File: config.mk
export PLATFORM = sky130hd
export DESIGN_NAME = fetch_redirect_ctrl
export DESIGN_NICKNAME = d
export VERILOG_FILES = /design/src/rtl/fetch_pkg.sv /design/src/rtl/redirect_decode.sv /design/src/rtl/fetch_redirect_ctrl.sv
export SDC_FILE = /design/constraint.sdc
export NUM_CORES = 1
export LEC_CHECK = 0
export CORE_MARGIN = 10
export CORE_UTILIZATION = 28
export DETAILED_ROUTE_END_ITERATION = 6
export GPL_TIMING_DRIVEN = 0
export PLACE_DENSITY = 0.65
export SLEW_MARGIN = 40
export SYNTH_ARGS = -nofsm -noshare
export SYNTH_HDL_FRONTEND = slang
export SYNTH_SLANG_ARGS = --single-unit
File: constraint.sdc
create_clock -name clk -period 1.95 [get_ports clk]
set_clock_uncertainty 0.1 [all_clocks]
set_input_delay 0.39 -clock clk [delete_from_list [all_inputs] [get_ports clk]]
set_output_delay 0.39 -clock clk [all_outputs]
set_load 0.01 [all_outputs]
File: src/rtl/fetch_pkg.sv
// Shared definitions for the fetch next-PC sequencer: BTB update codes,
// PC source selects, FSM states and the redirect record.
package fetch_pkg;

    localparam logic [2:0] WE_NONE   = 3'b000;
    localparam logic [2:0] WE_ALLOC  = 3'b001;
    localparam logic [2:0] WE_RETGT  = 3'b010;
    localparam logic [2:0] WE_DEMOTE = 3'b100;

    localparam logic [1:0] PCS_SEQ = 2'b00;
    localparam logic [1:0] PCS_BR  = 2'b01;
    localparam logic [1:0] PCS_JMP = 2'b10;

    typedef enum logic [1:0] {
        ST_RUN,
        ST_FLUSH,
        ST_EXC_DRAIN,
        ST_EXC_REDIRECT
    } fsm_state_e;

    typedef struct packed {
        logic       vld;
        logic       mispred;
        logic [1:0] pcsrc;
        logic [2:0] we;
    } redirect_t;

endpackage

File: src/rtl/redirect_decode.sv
// Maps stage-2 branch/jump resolution to a redirect record (PC select,
// BTB update code, mispredict flag). Mispredict outranks a jump.
module redirect_decode
    import fetch_pkg::*;
(
    input  logic      i_br_valid,
    input  logic      i_br_taken,
    input  logic      i_br_pred_taken,
    input  logic      i_br_target_ok,
    input  logic      i_jmp_valid,
    output redirect_t o_redir
);

    always_comb begin
        o_redir = '0;
        if (i_br_valid && (i_br_taken != i_br_pred_taken)) begin
            o_redir.vld     = 1'b1;
            o_redir.mispred = 1'b1;
            if (i_br_taken) begin
                o_redir.pcsrc = PCS_BR;
                o_redir.we    = WE_ALLOC;
            end else begin
                // demote: fetch falls back to the sequential PC of the branch
                o_redir.pcsrc = PCS_SEQ;
                o_redir.we    = WE_DEMOTE;
            end
        end else if (i_br_valid && i_br_taken && i_br_pred_taken && !i_br_target_ok) begin
            o_redir.vld     = 1'b1;
            o_redir.mispred = 1'b1;
            o_redir.pcsrc   = PCS_BR;
            o_redir.we      = WE_RETGT;
        end else if (i_jmp_valid) begin
            o_redir.vld   = 1'b1;
            o_redir.pcsrc = PCS_JMP;
            o_redir.we    = WE_NONE;
        end
    end

endmodule

File: src/rtl/fetch_redirect_ctrl.sv
// Fetch next-PC sequencer: branch/jump redirects with stall hold, exception
// drain/redirect and ERET. BRPRED_STATS_EN enables the mispredict counter.
module fetch_redirect_ctrl
    import fetch_pkg::*;
#(
    parameter int FLUSH_CYCLES = 1,
    parameter int EXC_DRAIN    = 2,
    parameter int CNT_W        = 16
) (
    input  logic             clk,
    input  logic             reset,
    input  logic             stall_req,
    input  logic             br_valid,
    input  logic             br_taken,
    input  logic             br_pred_taken,
    input  logic             br_target_ok,
    input  logic             jmp_valid,
    input  logic             exc_req,
    input  logic             eret_req,
    output logic [1:0]       PCSrc,
    output logic             PCWrite,
    output logic             ChooseEPC,
    output logic [2:0]       WriteEntry,
    output logic             flush_if,
    output logic             busy,
    output logic [CNT_W-1:0] mispredict_cnt
);

    // Down-counter preloads: the entry cycle itself is the first cycle of each phase.
    localparam logic [2:0] FL_LOAD = (FLUSH_CYCLES > 1) ? 3'(FLUSH_CYCLES - 2) : 3'd0;
    localparam logic [2:0] DR_LOAD = (EXC_DRAIN > 1)    ? 3'(EXC_DRAIN - 2)    : 3'd0;
    localparam fsm_state_e ST_AFTER_RD = (FLUSH_CYCLES > 1) ? ST_FLUSH : ST_RUN;
    localparam fsm_state_e ST_AFTER_EX = (EXC_DRAIN > 1) ? ST_EXC_DRAIN : ST_EXC_REDIRECT;

    fsm_state_e r_state, w_nxt_state;
    logic [2:0] r_cnt, w_nxt_cnt;
    redirect_t  r_pend, w_nxt_pend;
    redirect_t  w_dec;
    redirect_t  w_act;
    logic       w_issue;

    redirect_decode u_dec (
        .i_br_valid      (br_valid),
        .i_br_taken      (br_taken),
        .i_br_pred_taken (br_pred_taken),
        .i_br_target_ok  (br_target_ok),
        .i_jmp_valid     (jmp_valid),
        .o_redir         (w_dec)
    );

    // A held redirect masks any new branch/jump decode.
    assign w_act   = r_pend.vld ? r_pend : w_dec;
    assign w_issue = (r_state == ST_RUN) && !exc_req && !eret_req && w_act.vld && !stall_req;

    always_ff @(posedge clk) begin
        if (reset) begin
            r_state <= ST_RUN;
            r_cnt   <= '0;
            r_pend  <= '0;
        end else begin
            r_state <= w_nxt_state;
            r_cnt   <= w_nxt_cnt;
            r_pend  <= w_nxt_pend;
        end
    end

    always_comb begin
        w_nxt_state = r_state;
        w_nxt_cnt   = r_cnt;
        w_nxt_pend  = r_pend;
        case (r_state)
            ST_RUN: begin
                if (exc_req) begin
                    w_nxt_state = ST_AFTER_EX;
                    w_nxt_cnt   = DR_LOAD;
                    w_nxt_pend  = '0;
                end else if (eret_req) begin
                    w_nxt_state = ST_AFTER_RD;
                    w_nxt_cnt   = FL_LOAD;
                    w_nxt_pend  = '0;
                end else if (w_act.vld) begin
                    if (stall_req) begin
                        w_nxt_pend = w_act;
                    end else begin
                        w_nxt_pend  = '0;
                        w_nxt_state = ST_AFTER_RD;
                        w_nxt_cnt   = FL_LOAD;
                    end
                end
            end
            ST_FLUSH: begin
                if (exc_req) begin
                    w_nxt_state = ST_AFTER_EX;
                    w_nxt_cnt   = DR_LOAD;
                    w_nxt_pend  = '0;
                end else if (r_cnt == 3'd0) begin
                    w_nxt_state = ST_RUN;
                end else begin
                    w_nxt_cnt = r_cnt - 3'd1;
                end
            end
            ST_EXC_DRAIN: begin
                if (r_cnt == 3'd0) w_nxt_state = ST_EXC_REDIRECT;
                else               w_nxt_cnt   = r_cnt - 3'd1;
            end
            ST_EXC_REDIRECT: begin
                w_nxt_state = ST_AFTER_RD;
                w_nxt_cnt   = FL_LOAD;
            end
            default: w_nxt_state = ST_RUN;
        endcase
    end

    always_comb begin
        PCSrc      = PCS_SEQ;
        PCWrite    = !stall_req;
        ChooseEPC  = 1'b0;
        WriteEntry = WE_NONE;
        flush_if   = 1'b0;
        case (r_state)
            ST_RUN: begin
                if (exc_req) begin
                    PCWrite  = 1'b0;
                    flush_if = 1'b1;
                end else if (eret_req) begin
                    ChooseEPC = 1'b1;
                    PCWrite   = 1'b1;
                    flush_if  = 1'b1;
                end else if (w_issue) begin
                    PCSrc      = w_act.pcsrc;
                    WriteEntry = w_act.we;
                    PCWrite    = 1'b1;
                    flush_if   = 1'b1;
                end
            end
            ST_FLUSH: begin
                flush_if = 1'b1;
                if (exc_req) PCWrite = 1'b0;
            end
            ST_EXC_DRAIN: begin
                PCWrite  = 1'b0;
                flush_if = 1'b1;
            end
            ST_EXC_REDIRECT: begin
                ChooseEPC = 1'b1;
                PCWrite   = 1'b1;
                flush_if  = 1'b1;
            end
            default: ;
        endcase
    end

    assign busy = (r_state != ST_RUN);

`ifdef BRPRED_STATS_EN
    logic [CNT_W-1:0] r_mis_cnt;

    always_ff @(posedge clk) begin
        if (reset)
            r_mis_cnt <= '0;
        else if (w_issue && w_act.mispred && (r_mis_cnt != '1))
            r_mis_cnt <= r_mis_cnt + CNT_W'(1);
    end

    assign mispredict_cnt = r_mis_cnt;
`else
    logic w_unused_mis;
    assign w_unused_mis   = w_act.mispred;
    assign mispredict_cnt = '0;
`endif

endmodule

==> Word-level counts from Yosys, hierarchy flattened <==
Index checks and enable logic that the tools add are counted.
{ "classes": {"n_addsub": 1, "multipliers": 0, "div_mod_pow": 0, "order_cmp": 0, "n_eq_ne": 9, "n_shift": 0, "n_mux": 49, "bitwise_logic": 0, "n_reduce_logical": 20} }
{ "ops": {"columns": ["op", "n"], "rows": [
  ["2-to-1 mux 7 bit", 7],
  ["2-to-1 mux 3 bit", 10],
  ["2-to-1 mux 2 bit", 11],
  ["case mux 7 bit (2 select lines)", 1],
  ["2-to-1 mux 1 bit", 12],
  ["case mux 3 bit (4 select lines)", 1],
  ["2-to-1 mux 5 bit", 2],
  ["logical AND 1 bit", 8],
  ["inequality test 4 bit, second input constant", 2],
  ["case mux 2 bit (4 select lines)", 1],
  ["== test 2 bit, second input constant", 2],
  ["zero test 1 bit", 4],
  ["2-to-1 mux 4 bit", 1],
  ["inequality test 2 bit, second input constant", 2],
  ["case mux 1 bit (2 select lines)", 2],
  ["case mux 1 bit (4 select lines)", 1],
  ["AND reduction 4 bit", 1],
  ["nonzero test 2 bit", 2],
  ["zero test 3 bit", 1],
  ["inequality test 3 bit, second input constant", 1],
  ["AND reduction 3 bit", 1],
  ["OR reduction 3 bit", 1],
  ["subtractor 3 x 1 -> 3 bit, second input constant", 1],
  ["== test 2 x 1 -> 1 bit, second input constant", 1],
  ["other kinds (3)", 3]
]} }
{ "totals": {"reg_bits": 11, "latchBits": 0, "mem_bits_rw": 0, "mem_bits_ro": 0, "input_bits": 10, "out_inout_bits": 25, "mem_count": 0} }

==> Longest topological paths before layout <==
{ "logic_depth": {"word_depth": 12, "mapped_depth": 6, "mapped_depth_nobuf": 6} }

==> Modules after synthesis <==
A second synthesis with hierarchy kept.
{ "hier_totals": {"hier_cells": 111, "hier_area_um2": 908.4} }
{ "modules_own_cells": {"columns": ["mod", "instances", "cells_per_inst", "area_per_inst_um2", "seq_area_each_um2"], "rows": [
  ["fetch_redirect_ctrl", 1, 101, 848.3, 220.2],
  ["redirect_decode", 1, 10, 60.1, 0.0]
]} }

==> Least setup slack after synthesis <==
OpenSTA, ideal clock, no wires.
{ "synth_timing": {"path_kind": "flip-flop to output port", "startpoint": "register r_state[0]", "endpoint": "output port PCSrc[0]", "arrival_ns": 1.441, "path_slack_ns": 0.019, "path_stages_with_launch": 6, "n_path_buf": 0, "path_cell_list": "dfxtp_1 -> inv_1 -> ha_1 -> nor3b_1 -> nand3b_1 -> nor2_1"} }
{ "synth_between": {"elab_chain_cells": 9} }
{ "synth_rtl": {"columns": ["element", "line", "rtl"], "rows": [
  ["start: declaration", "fetch_redirect_ctrl.sv:35", "fsm_state_e r_state, w_nxt_state;"],
  ["start signal: assignment", "fetch_redirect_ctrl.sv:61", "r_state <= w_nxt_state;"],
  ["zero test 2 bit (*)", "fetch_redirect_ctrl.sv:53, fetch_redirect_ctrl.sv:120", null],
  ["logical AND 1 bit (4 in a row)", "fetch_redirect_ctrl.sv:53", "assign w_issue = (r_state == ST_RUN) && !exc_req && !eret_req && w_act.vld && !stall_req;"],
  ["2-to-1 mux 2 bit", "fetch_redirect_ctrl.sv:129", "end else if (w_issue) begin"],
  ["2-to-1 mux 2 bit", "fetch_redirect_ctrl.sv:125", "end else if (eret_req) begin"],
  ["2-to-1 mux 2 bit", "fetch_redirect_ctrl.sv:122", "if (exc_req) begin"],
  ["2-to-1 mux 2 bit (*)", "fetch_redirect_ctrl.sv:120", "case (r_state)"],
  ["end: declaration", "fetch_redirect_ctrl.sv:20", "output logic [1:0] PCSrc,"]
]} }
Every way passes the cells marked *; elsewhere a longest branch is shown, timed or not.

==> Worst setup path after layout <==
{ "layout_timing": {"startpoint": "register r_state[0]", "endpoint": "output port PCSrc[1]"} }
The elaborated chain is that of the path after synthesis.

==> flow_metrics.py <==
metrics = {
    "route": {
        "firstDrtPassIters": 4,
        "detail_route.wirelength_um": 2710,
        "vias_per_cell": 4.51,
        "dr_total_vias": 1019,
        "drc": 0,
        "wl_per_cell_um": 12.0,
        "drt_iter0_drc": 65,
        "ant_nets": 0,
    },
    "clock_tree": {
        "hold_buffers": 0,
        "numCtsBuffers": 3,
        "cts_root_buf": "clkbuf_4",
        "cts_max_level": 1,
        "cts.sinks": 11,
        "clk_path_buf_depth": 2,
        "tritoncts": "built",
        "clk_pin_slew_ps": 80,
        "worstSkewPairLatency_ps": 280,
    },
    "cells_and_area": {
        "final_cells": 226,
        "nFillCells": 349,
        "drive_gt1_share_pct": 38.3,
        "antenna_cells": 0,
        "final_area_mm2": 0.00147,
        "nNetsFinal": 198,
        "area_growth_pct": 47.9,
        "seq_area_um2": 228,
        "multi_input_area_um2": 728,
        "final_core_util_pct": 43.3,
    },
    "setup_path": {
        "endpoint_kind": "output port",
        "r2r_cells": 6,
        "slowest_delay_ps": 360,
        "regToRegEndpoint": "r_cnt[0]",
        "crit_required_ps": 1460,
        "cp_max_fo": 3,
        "arrival_ps": 1590,
        "crit_path_start_kind": "flip-flop",
        "path_delay_family": "simple AND/OR/NAND/NOR gates",
        "worstSetupPathType": "reg -> out",
        "cp_common_cell": "buf_6",
        "reg2reg_slack_ps": 60,
        "r2r-start": "r_state[0]",
        "path_cells": "inv_4 -> ha_4 -> nor3b_4 -> nand3b_1 -> buf_6 -> nor2_4 -> buf_6",
        "critPathBufInv": 3,
        "slowest_stage": "dfxtp_4",
    },
    "die": {
        "ios": 35,
        "core.rowCount": 21,
        "core_area_mm2": 0.00339,
        "die_width_um": 79.6,
        "dieArea_mm2": 0.00633,
        "die_h_um": 79.6,
        "start_util_pct": 29.3,
    },
    "worst_hold_path": {
        "hold_path_class": "reg -> reg",
        "holdPathStages": 2,
        "min_from": "r_pend[1]",
        "whs_endpoint": "r_pend[1]",
    },
    "power_and_ir_drop": {
        "peakVddDrop_mv": 0.279,
        "leakagePower_nw": 0.667,
        "power_density_mw_per_mm2": 469,
    },
    "logic_synthesis": {
        "synth_top_area_share_pct": 22.2,
        "synth_fa_ha_area_share_pct": 8.82,
        "yosysUniqueCellTypes": 39,
        "synth_mux_area_share_pct": 2.14,
        "synth.most_common_cell": "buf_4",
        "synth_xor_area_share_pct": 0,
        "synth_seq_area_share_pct": 22.2,
        "syn_avg_cell_area_um2": 7.58,
        "syn_inst": 131,
        "synth_compound_area_share_pct": 24.9,
        "ys.flop_type": "dfxtp_1",
        "yosysTopAreaCell": "dfxtp_1",
        "postSynth.asyncResetShare_pct": 0,
        "ys_seq_elements": 11,
        "yosysWarnings": 0,
        "synth_edf_count": 0,
        "synth_area_leaders": "dfxtp_1 (22%), buf_4 (12%), ha_1 (8.8%)",
        "synth-simple-area-share_pct": 22.9,
        "synth_top_family_by_area": "compound AO/OA/AOI/OAI gates",
        "syn_area_um2": 993,
        "synth_commonest_cells": "buf_4 (16), inv_1 (14), nor2_1 (14), dfxtp_1 (11), a21oi_1 (8)",
    },
    "grt": {
        "gr-total-overflow": 0,
        "grt_max_degree": 11,
        "grt.total_usage_pct": 8.50,
        "grt_pass1_vias": 968,
        "grt_pass1_wl_um": 4490,
        "antenna_found_initial": 0,
    },
    "placed_design": {
        "hpwl_um": 2030,
        "gp_congestion": 0.769,
        "placed_cell_area_mm2": 0.00129,
        "portBuffers": 18,
        "placed_cells": 210,
    },
    "timing": {
        "final_max_slew_viol_count": 0,
        "worst_slack_ps": -129,
        "fmax_ghz": 0.481,
        "rsz0062_at_grt": "true",
        "setup_viol_count_final": 7,
        "hold_violations": 0,
        "min_period_ps": 2080,
        "fin_tns_setup_ps": -671,
        "timing.final.crit_share_pct": 107,
    },
    "run_status": {
        "failed_checks": "negative setup slack",
        "status": "finished with violations",
    },
    "flow_run": {
        "maxCapViolCount": 0,
    },
}
## through the flow
stage               setup WS (ps)  hold WS, ps  total power [W]
finish                       -129          388         0.000688
global route                 -216          408         0.000731
CTS                          -123          391         0.000663
detailed placement           -933          376         0.000470
global placement             -960          370         0.000469
floorplan                    19.4          353         0.000394
## flip-flops by register name, summed over array words and instances (netlist names)
| name | cells |
|---|---|
| r_cnt | 3 |
| r_pend | 6 |
| r_state | 2 |
## layer usage
metal	GRT usage, %	wire [um]	vias up
met1	9.80	1150	461
met4	1.61	17	0
li1	-	-	531
met2	14.2	1330	22
met5	0	0	-
met3	3.83	209	5
## layout make-up
type	instances	area share [%]
repair buffers	31	16.4
clock buffers	3	1.53
plain buffers	18	8.77
multi-input cells	102	49.6
clock inverters	1	0.341
well taps	46	3.92
inverters	14	3.92
flip-flops and latches	11	15.5
## logic make-up (layout without fill, tap and decap cells)
family / after synthesis / count (layout)
AOI/OAI and AO/OA: 36 / 36
adders and majority gates: 7 / 7
buffers and inverters: 33 / 67
DFF: 11 / 11
muxes: 2 / 2
other: 1 / 16
and+or+nand+nor: 41 / 41
## power breakdown
group | total [W] | internal (W) | switching (W)
sequential | 0.000240 | 0.000232 | 0.00000753
clock | 0.000165 | 0.0000761 | 0.0000891
combinational | 0.000283 | 0.000143 | 0.000141
total | 0.000688 | 0.000451 | 0.000237
## placed cells by master, fill, tap and decap left out, drive strengths merged, types with 2 or more instances in the layout
| cell | n |
|---|---|
| ha | 7 |
| o211a | 2 |
| nand2 | 3 |
| nor2 | 14 |
| and3 | 2 |
| inv | 14 |
| o21ai | 7 |
| nor2b | 2 |
| a21oi | 8 |
| or2 | 2 |
| a22oi | 4 |
| buf | 38 |
| o21a | 2 |
| dlygate4sd2 | 4 |
| dfxtp | 11 |
| conb | 16 |
| nand3b | 2 |
| nand2b | 6 |
| clkdlybuf4s50 | 2 |
| clkbuf | 8 |
| o32ai | 4 |
| nor3b | 2 |
| nor3 | 3 |
## how the worst max path moves through the flow
stage | start | slack (ps) | cells past startpoint | end
6_report | r_state[0] | -130 | 7 | PCSrc[1]
5_1_grt | r_state[0] | -220 | 7 | WriteEntry[2]
4_1_cts | r_state[1] | -120 | 7 | WriteEntry[1]
3_5_place_dp | eret_req | -930 | 5 | PCSrc[0]
3_3_place_gp | exc_req | -960 | 5 | WriteEntry[1]
2_1_floorplan | r_state[0] | 20 | 5 | PCSrc[0]
## tightest hold or removal path, stage by stage, from the launching register on
cell     delay [ps]
dfxtp_1         330
inv_1            50
o21ai_0          70
## timing repair
| item | CTS | global route |
|---|---|---|
| cloned | 0 | 0 |
| pin swaps | 7 | 5 |
| endpoints found under the setup margin | 16 | 10 |
| gates resized for setup | 72 | 18 |
| endpoints found under the hold margin | 0 | 0 |
| buffers inserted | 7 | 6 |
Note: power is estimated with default switching activity, not from simulation.
